==> config.mk <==
export PLATFORM = sky130hd
export DESIGN_NAME = bram_port_arbiter
export DESIGN_NICKNAME = d
export VERILOG_FILES = /design/src/rtl/bram_arb_pkg.sv /design/src/rtl/bram_port_arbiter.sv
export SDC_FILE = /design/constraint.sdc
export NUM_CORES = 1
export LEC_CHECK = 0
export CELL_PAD_IN_SITES_DETAIL_PLACEMENT = 0
export CELL_PAD_IN_SITES_GLOBAL_PLACEMENT = 2
export CORE_ASPECT_RATIO = 0.8
export CORE_MARGIN = 4
export CORE_UTILIZATION = 10
export CTS_CLUSTER_SIZE = 24
export DETAILED_ROUTE_END_ITERATION = 8
export GPL_ROUTABILITY_DRIVEN = 1
export MAX_ROUTING_LAYER = met4
export PLACE_DENSITY = 0.95
export SLEW_MARGIN = 15
export SYNTH_ARGS = -nofsm -noshare
export SYNTH_HDL_FRONTEND = slang
export SYNTH_SLANG_ARGS = --single-unit
==> constraint.sdc <==
create_clock -name clkb -period 6.2 [get_ports clkb]
set_input_delay 0.93 -clock clkb [delete_from_list [all_inputs] [get_ports clkb]]
set_output_delay 0.93 -clock clkb [all_outputs]
set_load 0.01 [all_outputs]
==> src/rtl/bram_arb_pkg.sv <==
// Shared types and defaults for the BRAM port arbiter.
// Owner/state encodings plus the word-address legality check.
package bram_arb_pkg;

   typedef enum logic [1:0] {OWN_NONE, OWN_IF, OWN_D} owner_e;
   typedef enum logic {WAIT_RDY, RUN} state_e;

   localparam int WORD_BYTES       = 4;
   localparam int DEF_MEM_DEPTH    = 1096;
   localparam int DEF_STARVE_LIMIT = 4;

   // Legal iff the word index fits in the memory; low byte bits are ignored.
   function automatic logic addr_legal(input logic [31:0] addr, input int depth);
      return (addr >> $clog2(WORD_BYTES)) < 32'(depth);
   endfunction

endpackage

==> src/rtl/bram_port_arbiter.sv <==
// Shares one BRAM port between instruction fetch and load/store, data first,
// with a bounded run of data grants while fetch waits.
module bram_port_arbiter
   import bram_arb_pkg::*;
#(
   parameter int MEM_DEPTH    = DEF_MEM_DEPTH,
   parameter int STARVE_LIMIT = DEF_STARVE_LIMIT
) (
   input  logic        clkb,
   input  logic        rstb,
   input  logic        if_req,
   input  logic [31:0] if_addr,
   output logic        if_gnt,
   output logic        if_rvalid,
   output logic [31:0] if_rdata,
   output logic        if_err,
   input  logic        d_req,
   input  logic [3:0]  d_we,
   input  logic [31:0] d_addr,
   input  logic [31:0] d_wdata,
   output logic        d_gnt,
   output logic        d_rvalid,
   output logic [31:0] d_rdata,
   output logic        d_err,
   output logic        bram_en,
   output logic [3:0]  bram_we,
   output logic [31:0] bram_addr,
   output logic [31:0] bram_din,
   input  logic [31:0] bram_dout,
   input  logic        bram_rst_busy
);

   localparam logic [3:0] LIMIT = 4'(STARVE_LIMIT);

   state_e      state_reg, state_next;
   owner_e      owner_reg, owner_next;
   logic        err_reg, err_next;
   logic [3:0]  starve_cnt_reg, starve_cnt_next;
   logic        grant_ok, d_win, any_gnt, g_legal, wr_issue;
   logic [31:0] g_addr;

   always_ff @(posedge clkb) begin
      if (rstb) begin
         state_reg      <= WAIT_RDY;
         owner_reg      <= OWN_NONE;
         err_reg        <= 1'b0;
         starve_cnt_reg <= '0;
      end else begin
         state_reg      <= state_next;
         owner_reg      <= owner_next;
         err_reg        <= err_next;
         starve_cnt_reg <= starve_cnt_next;
      end
   end

   always_comb begin
      state_next = state_reg;
      case (state_reg)
         WAIT_RDY: if (!bram_rst_busy) state_next = RUN;
         RUN:      if (bram_rst_busy)  state_next = WAIT_RDY;
      endcase

      // Reset is gated in directly so a grant never leaks during the first reset cycle.
      grant_ok = (state_reg == RUN) && !bram_rst_busy && !rstb;
      d_win    = d_req && (!if_req || (starve_cnt_reg != LIMIT));
      d_gnt    = grant_ok && d_win;
      if_gnt   = grant_ok && if_req && !d_win;
      any_gnt  = d_gnt || if_gnt;

      g_addr    = d_gnt ? d_addr : if_addr;
      g_legal   = addr_legal(g_addr, MEM_DEPTH);
      bram_en   = any_gnt && g_legal;
      bram_addr = any_gnt ? g_addr : '0;
      bram_din  = d_gnt ? d_wdata : '0;
      wr_issue  = bram_en && d_gnt;

      owner_next = d_gnt ? OWN_D : (if_gnt ? OWN_IF : OWN_NONE);
      err_next   = any_gnt && !g_legal;

      starve_cnt_next = starve_cnt_reg;
      if (!if_req || if_gnt)
         starve_cnt_next = '0;
      else if (d_gnt && (starve_cnt_reg != LIMIT))
         starve_cnt_next = starve_cnt_reg + 4'd1;
   end

   for (genvar gi = 0; gi < WORD_BYTES; gi++) begin : g_we
      assign bram_we[gi] = wr_issue & d_we[gi];
   end

   // Error responses carry zero data regardless of what the BRAM holds on doutb.
   assign if_rvalid = (owner_reg == OWN_IF);
   assign if_err    = if_rvalid && err_reg;
   assign if_rdata  = (if_rvalid && !err_reg) ? bram_dout : '0;

   assign d_rvalid  = (owner_reg == OWN_D);
   assign d_err     = d_rvalid && err_reg;
   assign d_rdata   = (d_rvalid && !err_reg) ? bram_dout : '0;

endmodule

==> results.cfg, run 1 <==
[logic_synthesis]
synth_flop_cell = dfxtp_1
synth.distinct_cells = 32
synth_edf_count = 0
avgSynthCellArea_um2 = 5.778
ys_ff_latch = 8
synthCells = 288
netlist_area_mm2 = 0.001664
synth_top_cell_by_area = and2_1
async_flop_share_pct = 0
ys_seq_area_share_pct = 9.624
synth.area.top_cells = and2_1 (26%), nand2_1 (16%), and3_1 (12%), a21oi_1 (10%), dfxtp_1 (9.6%)
synth_top_cell_area_share_pct = 26.32
synth_warnings = 0
syn-num-nets = 427

[outcome]
outcome = finished clean

[layout]
layout-drive-gt1-share_pct = 2.722
syn_to_final_growth_pct = 185.2
largest_register_ffs = 4
fin_area_mm2 = 0.004746
antenna_cells = 0
nets = 692

[sta]
final.period_utilization_pct = 77.44
finalHoldViolations = 0
finClkSkew_ps = 0.8782
layout_setup_ws_ps = 1399
worstMarginPinSlew_ps = 554.8
min_period_ps = 4801
max_freq_mhz = 208.3
setup-tns-final_ps = 0
setup_viol_count_final = 0
slew_headroom_pct = 62.79
grt_setup_unrepaired = false
drv_slew = 0
hold_ws_ps = 500.1

[route]
wl_per_cell_um = 14.17
ant_nets = 0
wl_met3_um = 869
routed_via_density = 3.837
wl_met2_um = 5144
first_pass_iters = 4
via_count = 2939
first_iter_violations = 112
totalWireLength_um = 10850
wirelength_met1_um = 4702
top_layer = met4
drcViolationCount = 0

[clocking]
clkLatencyLatePin_ps = 230
cts_buffer_depth = 2
cts.repair.resized = 0
cts_tree = done
cts_hold_repair.buffers = 0
path_clk_slew_ps = 30
htree_levels = 1
cts_num_sinks = 8
post_cts_buffers = 0
clock-root-buffer = clkbuf_16
numCtsBuffers = 3

[setup_path]
cp-end-kind = output pin
crit_chain = clkdlybuf4s50_1 > nand4b_2 > buf_4 > nand2_1 > clkinv_1 > a32o_1 > a211oi_2 > nor2b_1 > clkdlybuf4s50_1
required_ps = 5270
critical-path-max-stage-delay_ps = 560
startpoint_type = input pin
cp_max_fo = 35
cp.arrival_ps = 3870
crit_buf_inv = 4
cp_top_family = buffers and inverters
cp_slowest_cell = clkdlybuf4s50_1
crit_top_cell = clkdlybuf4s50_1
critPathKind = in -> out

[floorplanning]
fp-row-count = 41
boundaryPins = 276
die-area_mm2 = 0.01878
start_util_pct = 10.36
die_w_um = 152.2
die-height_um = 123.4
coreArea_mm2 = 0.01606

[global_route]
grt_pass1_vias = 2890
grt_start_max_net_pins = 38
antenna_found_initial = 0
grt_overflow = 0
grt_pass1_wl_um = 15630
gr-usage-all-layers_pct = 10.58

[pwr]
power.leakage_nw = 1.864
max-vdd-ir-drop_mv = 0.06704
power.density_mw_per_mm2 = 63.15

[placed_design]
dp_hpwl_um = 9216
place_ws_ps = 1352
place_area_mm2 = 0.004671
port-buffer-count = 275
gp_congestion = 0.8164

[hold_path]
hp-class = reg -> reg

[flow_run]
maxCapViolations = 0
## per-layer routing
layer	up-vias	track usage (%)
met5	-	-
met4	0	2.414
met3	10	1.889
met2	166	18.26
met1	1268	13.05
li1	1495	-
## where the power goes
group	switching (W)	total (W)	internal, W	leakage [nW]
registers	0.000000583	0.0000531	0.0000525	0.0648
clock network	0.0000227	0.000106	0.0000829	0.0370
logic	0.0000421	0.000141	0.0000989	1.76
## Yosys cell counts, types with 2 or more instances
library cell and number:
and2_1 70, nand2_1 70, a21oi_1 34, and3_1 32
clkbuf_1 21, dfxtp_1 8, nor2_1 6, nor3_1 6
nor2b_1 5, inv_1 3, nand3_1 3, nand4_1 3
nor4_1 3, or4_1 3, and4_1 2, ha_1 2
o31ai_1 2
## worst min-delay path: cells and delay by family, from the launching register on
family | cells | cell delay (ps)
DFF | 1 | 330
AOI/OAI and AO/OA | 1 | 60
and+or+nand+nor | 1 | 60
## logic make-up (layout without fill, tap and decap cells)
| family | count (synthesis) | count (layout) | synth area share, % |
|---|---|---|---|
| buf+inv | 26 | 289 | 5.864 |
| fa+ha+maj | 2 | 2 | 1.504 |
| xor+xnor | 2 | 2 | 1.053 |
| flops | 8 | 8 | 9.624 |
| simple gates | 209 | 209 | 68.05 |
| compound gates | 41 | 41 | 13.91 |
## cell type report
type                       instances  area [µm²]
clock buffer                       3       75.07
fill                            1748       11310
inverter                           4       15.01
multi-input combinational        254        1421
sequential                         8       160.2
tap                              215       269.0
timing repair buffer             282        2805
## placed cells by master (no fill, tap or decap), types with 2 or more instances in the layout
cell               n
nor2b_1            5
inv_1              3
nor4_1             3
a21oi_1           34
nor3_1             6
and3_1            32
dfxtp_1            8
ha_1               2
and4_1             2
o31ai_1            2
nand2_1           70
and2_1            70
or4_1              3
nor2_1             6
clkbuf_16          3
nand4_1            3
buf_4              7
clkdlybuf4s50_1  275
nand3_1            3
## final timing paths
check,startpoint,endpoint,slack [ps],depth (start not counted)
setup reg to reg,starve_cnt_reg[0],err_reg,3740,9
setup / recovery,if_req,bram_en,1400,9
hold / removal,starve_cnt_reg[1],starve_cnt_reg[1],500,2
hold reg to reg,starve_cnt_reg[1],starve_cnt_reg[1],500,2
## through the flow
step                util, %    power, W  std cells
floorplan                 -  0.00007910        288
detailed placement    29.09   0.0001961        763
finish                29.56   0.0002997        766
CTS                   29.56   0.0003038        766
global route          29.56   0.0003176        766
global placement      29.09   0.0001963        763
No activity file was read; power rests on OpenSTA's default activity.
==> run 2: changes to the inputs <==
clock period = 4.75 ns   (was 6.2 ns; I/O delays follow)
==> results.cfg, run 2 (synthesis gave the netlist of run 1 again) <==
[outcome]
outcome = finished clean

[layout]
mostFrequentLayoutCells = clkdlybuf4s50_1 (275), and2_1 (70), nand2_1 (70), a21oi_1 (34), and3_1 (32)
syn_to_final_growth_pct = 186.1
nets = 694
antenna_cells = 0
mostFrequentLayoutCell = clkdlybuf4s50_1
layout-drive-gt1-share_pct = 3.074
largest_register_ffs = 4
fin_area_mm2 = 0.004761
final_util_pct = 29.65

[setup_path]
reg2reg_to = err_reg
crit_buf_inv = 4
regToRegSetupSlack_ps = 2730
cp-end-kind = output pin
critPathKind = in -> out
crit_chain = clkdlybuf4s50_1 > nor4bb_4 > nand2_1 > buf_4 > clkinv_1 > nand4_1 > a211oi_2 > nor2b_1 > clkdlybuf4s50_1
cp.arrival_ps = 3320
cp_max_fo = 18
ff2ff_path_depth = 9
critical_path.endpoint = bram_en
cp-startpoint = d_req
cp_top_family = buffers and inverters
r2r_start = starve_cnt_reg[0]
cp_slowest_cell = clkdlybuf4s50_1
critical-path-max-stage-delay_ps = 560
required_ps = 4040
startpoint_type = input pin
crit_top_cell = clkdlybuf4s50_1
cp.depth = 9

[clocking]
clock-root-buffer = clkbuf_16
cts_num_sinks = 8
post_cts_buffers = 0
numCtsBuffers = 3
cts.repair.resized = 0
clkLatencyLatePin_ps = 230
htree_levels = 1
cts_tree = done
path_clk_slew_ps = 40
cts_buffer_depth = 2
cts_hold_repair.buffers = 0

[global_route]
gr-usage-all-layers_pct = 10.55
grt_start_max_net_pins = 35
grt_pass1_vias = 2833
grt_overflow = 0
antenna_found_initial = 0
grt_pass1_wl_um = 15480

[floorplanning]
die-area_mm2 = 0.01878
die-height_um = 123.4
coreArea_mm2 = 0.01606
boundaryPins = 276
start_util_pct = 10.36
die_w_um = 152.2
fp-row-count = 41

[sta]
max_freq_mhz = 248.0
setup-tns-final_ps = 0
hold_ws_ps = 507.1
finalHoldViolations = 0
grt_setup_unrepaired = false
finClkSkew_ps = 1.750
worstMarginPinSlew_ps = 468.2
final.period_utilization_pct = 84.88
slew_headroom_pct = 68.74
drv_slew = 0
min_period_ps = 4032
setup_viol_count_final = 0

[placed_design]
place_area_mm2 = 0.004686
gp_congestion = 0.8461
port-buffer-count = 275
dp_hpwl_um = 9397

[route]
routed_via_density = 3.858
drcViolationCount = 0
totalWireLength_um = 10920
first_pass_iters = 4
wl_per_cell_um = 14.22
ant_nets = 0
first_iter_violations = 103
via_count = 2963

[pwr]
max-vdd-ir-drop_mv = 0.07555
power.leakage_nw = 1.873
power.density_mw_per_mm2 = 82.53

[flow_run]
maxCapViolations = 0

[hold_path]
hp-start = starve_cnt_reg[1]
hp-class = reg -> reg
holdPathStages = 2
==> run 2: cell count changes in the layout (fill, tap and decap cells not counted) <==
cell   previous run  this run
buf_4             7         9
==> run 2: through the flow <==
stage,instances,setup slack (ps),power [W]
detailed placement,765,617.7,0.0002562
floorplan,288,1823,0.0001032
global route,768,456.6,0.0004141
CTS,768,614.8,0.0003977
finish,768,718.1,0.0003929
global placement,765,677.0,0.0002565
==> run 2: worst min-delay path: cells and delay by family (launching register included) <==
kind,cells,cell delay [ps]
simple gates,1,60
flops,1,330
compound gates,1,60
==> run 2: report_power, final <==
group	total [W]	internal [W]	switching, W
registers	0.0000693	0.0000686	0.000000732
logic	0.000185	0.000129	0.0000553
clock network	0.000139	0.000108	0.0000306
==> run 2: metal layers <==
layer / wire, µm / share of wire [%] / track usage (%)
met2: 5309 / 49 / 18.81
met4: 110 / 1.0 / 2.190
met5: 0 / 0 / -
met3: 896 / 8.2 / 1.784
met1: 4605 / 42 / 12.67
==> run 2: final cells by class <==
type	instances	area, µm²
Tap cell	215	269.0
Sequential cell	8	160.2
Timing Repair Buffer	284	2820
Multi-Input combinational cell	254	1421
Clock buffer	3	75.07
Inverter	4	15.01
Fill cell	1746	11300
==> run 2: worst min path at each step <==
| stage | to | slack (ps) |
|---|---|---|
| 2_1_floorplan | starve_cnt_reg[3] | 460 |
| 3_3_place_gp | starve_cnt_reg[1] | 490 |
| 3_5_place_dp | starve_cnt_reg[1] | 510 |
| 4_1_cts | starve_cnt_reg[1] | 510 |
| 5_1_grt | owner_reg[0] | 540 |
| 6_report | starve_cnt_reg[1] | 510 |
==> run 3: changes to the inputs <==
clock period = 3.4 ns   (was 4.75 ns; I/O delays follow)
==> results.cfg, run 3 (synthesis gave the netlist of run 1 again) <==
[floorplanning]
die-height_um = 123.4
boundaryPins = 276
die_w_um = 152.2
fp-row-count = 41
start_util_pct = 10.36
die-area_mm2 = 0.01878
coreArea_mm2 = 0.01606

[route]
totalWireLength_um = 11090
first_iter_violations = 99
wl_per_cell_um = 14.23
routed_via_density = 3.832
via_count = 2985
ant_nets = 0
drcViolationCount = 0
first_pass_iters = 4

[clocking]
post_cts_buffers = 0
cts_buffer_depth = 2
path_clk_slew_ps = 40
clock-root-buffer = clkbuf_16
numCtsBuffers = 3
clkLatencyLatePin_ps = 230
cts_hold_repair.buffers = 0
cts_tree = done
htree_levels = 1
cts_num_sinks = 8

[setup_path]
cp_slowest_cell = or4_1
critical-path-max-stage-delay_ps = 550
cp_max_fo = 2
startpoint_type = input pin
critPathKind = in -> out
cp_top_family = compound AO/OA/AOI/OAI gates
crit_chain = clkdlybuf4s50_1 > or4_1 > a2111o_1 > a32o_1 > a211oi_2 > nor2b_1 > clkdlybuf4s15_1
crit_buf_inv = 2
cp-end-kind = output pin
required_ps = 2890
cp.arrival_ps = 2780

[sta]
finalHoldViolations = 0
max_freq_mhz = 304.0
min_period_ps = 3290
grt_setup_unrepaired = false
hold_ws_ps = 503.8
finClkSkew_ps = 1.797
setup_viol_count_final = 0
final.period_utilization_pct = 96.76
worstMarginPinSlew_ps = 436.5
setup-tns-final_ps = 0
slew_headroom_pct = 70.63
drv_slew = 0

[layout]
instances_no_fill = 779
n_fill_cell = 1730
fin_area_mm2 = 0.004851
antenna_cells = 0
mostFrequentLayoutCells = clkdlybuf4s50_1 (270), and2_1 (70), nand2_1 (69), a21oi_1 (34), and3_1 (32)
largest_register_ffs = 4
seq_area_um2 = 160.2
multi_input_area_mm2 = 0.001426
mostFrequentLayoutCell = clkdlybuf4s50_1
layout-drive-gt1-share_pct = 5.319
nets = 705
syn_to_final_growth_pct = 191.5
final_util_pct = 30.21

[placed_design]
place_area_mm2 = 0.004768
dp_hpwl_um = 9484
post-place-cells = 776
port-buffer-count = 275
gp_congestion = 0.8302

[outcome]
outcome = finished clean

[pwr]
power.density_mw_per_mm2 = 114.2
power.leakage_nw = 1.939
max-vdd-ir-drop_mv = 0.1034

[global_route]
grt_start_max_net_pins = 35
antenna_found_initial = 0
grt_pass1_vias = 2918
grt_overflow = 0
gr-usage-all-layers_pct = 10.93
grt_pass1_wl_um = 16220

[flow_run]
maxCapViolations = 0

[hold_path]
hp-class = reg -> reg
## run 3: cell types whose count changed in the layout (fill, tap and decap cells not counted), sizes merged
| cell | previous run | this run |
|---|---|---|
| buf | 9 | 20 |
| clkdlybuf4s15 | 0 | 4 |
| clkdlybuf4s50 | 275 | 270 |
| dlygate4sd2 | 0 | 1 |
## run 3: tightest hold or removal path, stage by stage, from the launching register on
cell	delay, ps
dfxtp_1	320
o21ai_0	70
a21oi_1	60
## run 3: final cells by class
cell class / count / share of cell area, %
well taps: 215 / 5.546
flip-flops and latches: 8 / 3.302
repair buffers: 295 / 59.89
multi-input cells: 254 / 29.40
inverters: 4 / 0.3095
clock buffers: 3 / 1.548
## run 3: timing repair
action                                  4_1_cts  5_1_grt
resized for setup                             6        6
pin swaps                                     0        1
endpoints found under the setup margin        5       21
## run 3: where the power goes
group	internal [W]	total (W)	leakage, nW	switching [W]
Combinational	0.000184	0.000263	1.84	0.0000782
Clock	0.000151	0.000195	0.0370	0.0000432
Sequential	0.0000958	0.0000968	0.0648	0.00000103
## run 3: metrics by stage
stage / total power (W) / setup WS [ps]
floorplan: 0.0001442 / 877.6
global placement: 0.0003625 / -235.0
detailed placement: 0.0003623 / -211.9
CTS: 0.0005624 / 52.21
global route: 0.0005850 / 4.892
finish: 0.0005540 / 110.0
## run 3: final timing paths
path                                        start                 to  slack, ps  cells past startpoint
worst min-delay path            starve_cnt_reg[3]  starve_cnt_reg[3]        500                      2
worst min register to register  starve_cnt_reg[3]  starve_cnt_reg[3]        500                      2
worst max-delay path                  if_addr[30]            bram_en        110                      7
worst max register to register  starve_cnt_reg[0]            err_reg       1320                     10
## run 3: per-layer routing
metal  vias up  wire [µm]  share of wire [%]  GRT usage (%)
met4         0         74               0.67          1.853
li1       1521          -                  -              -
met3         5        855                7.7          2.064
met2       163       5250                 47          18.98
met1      1296       4907                 44          13.56
met5         -          0                  0              -
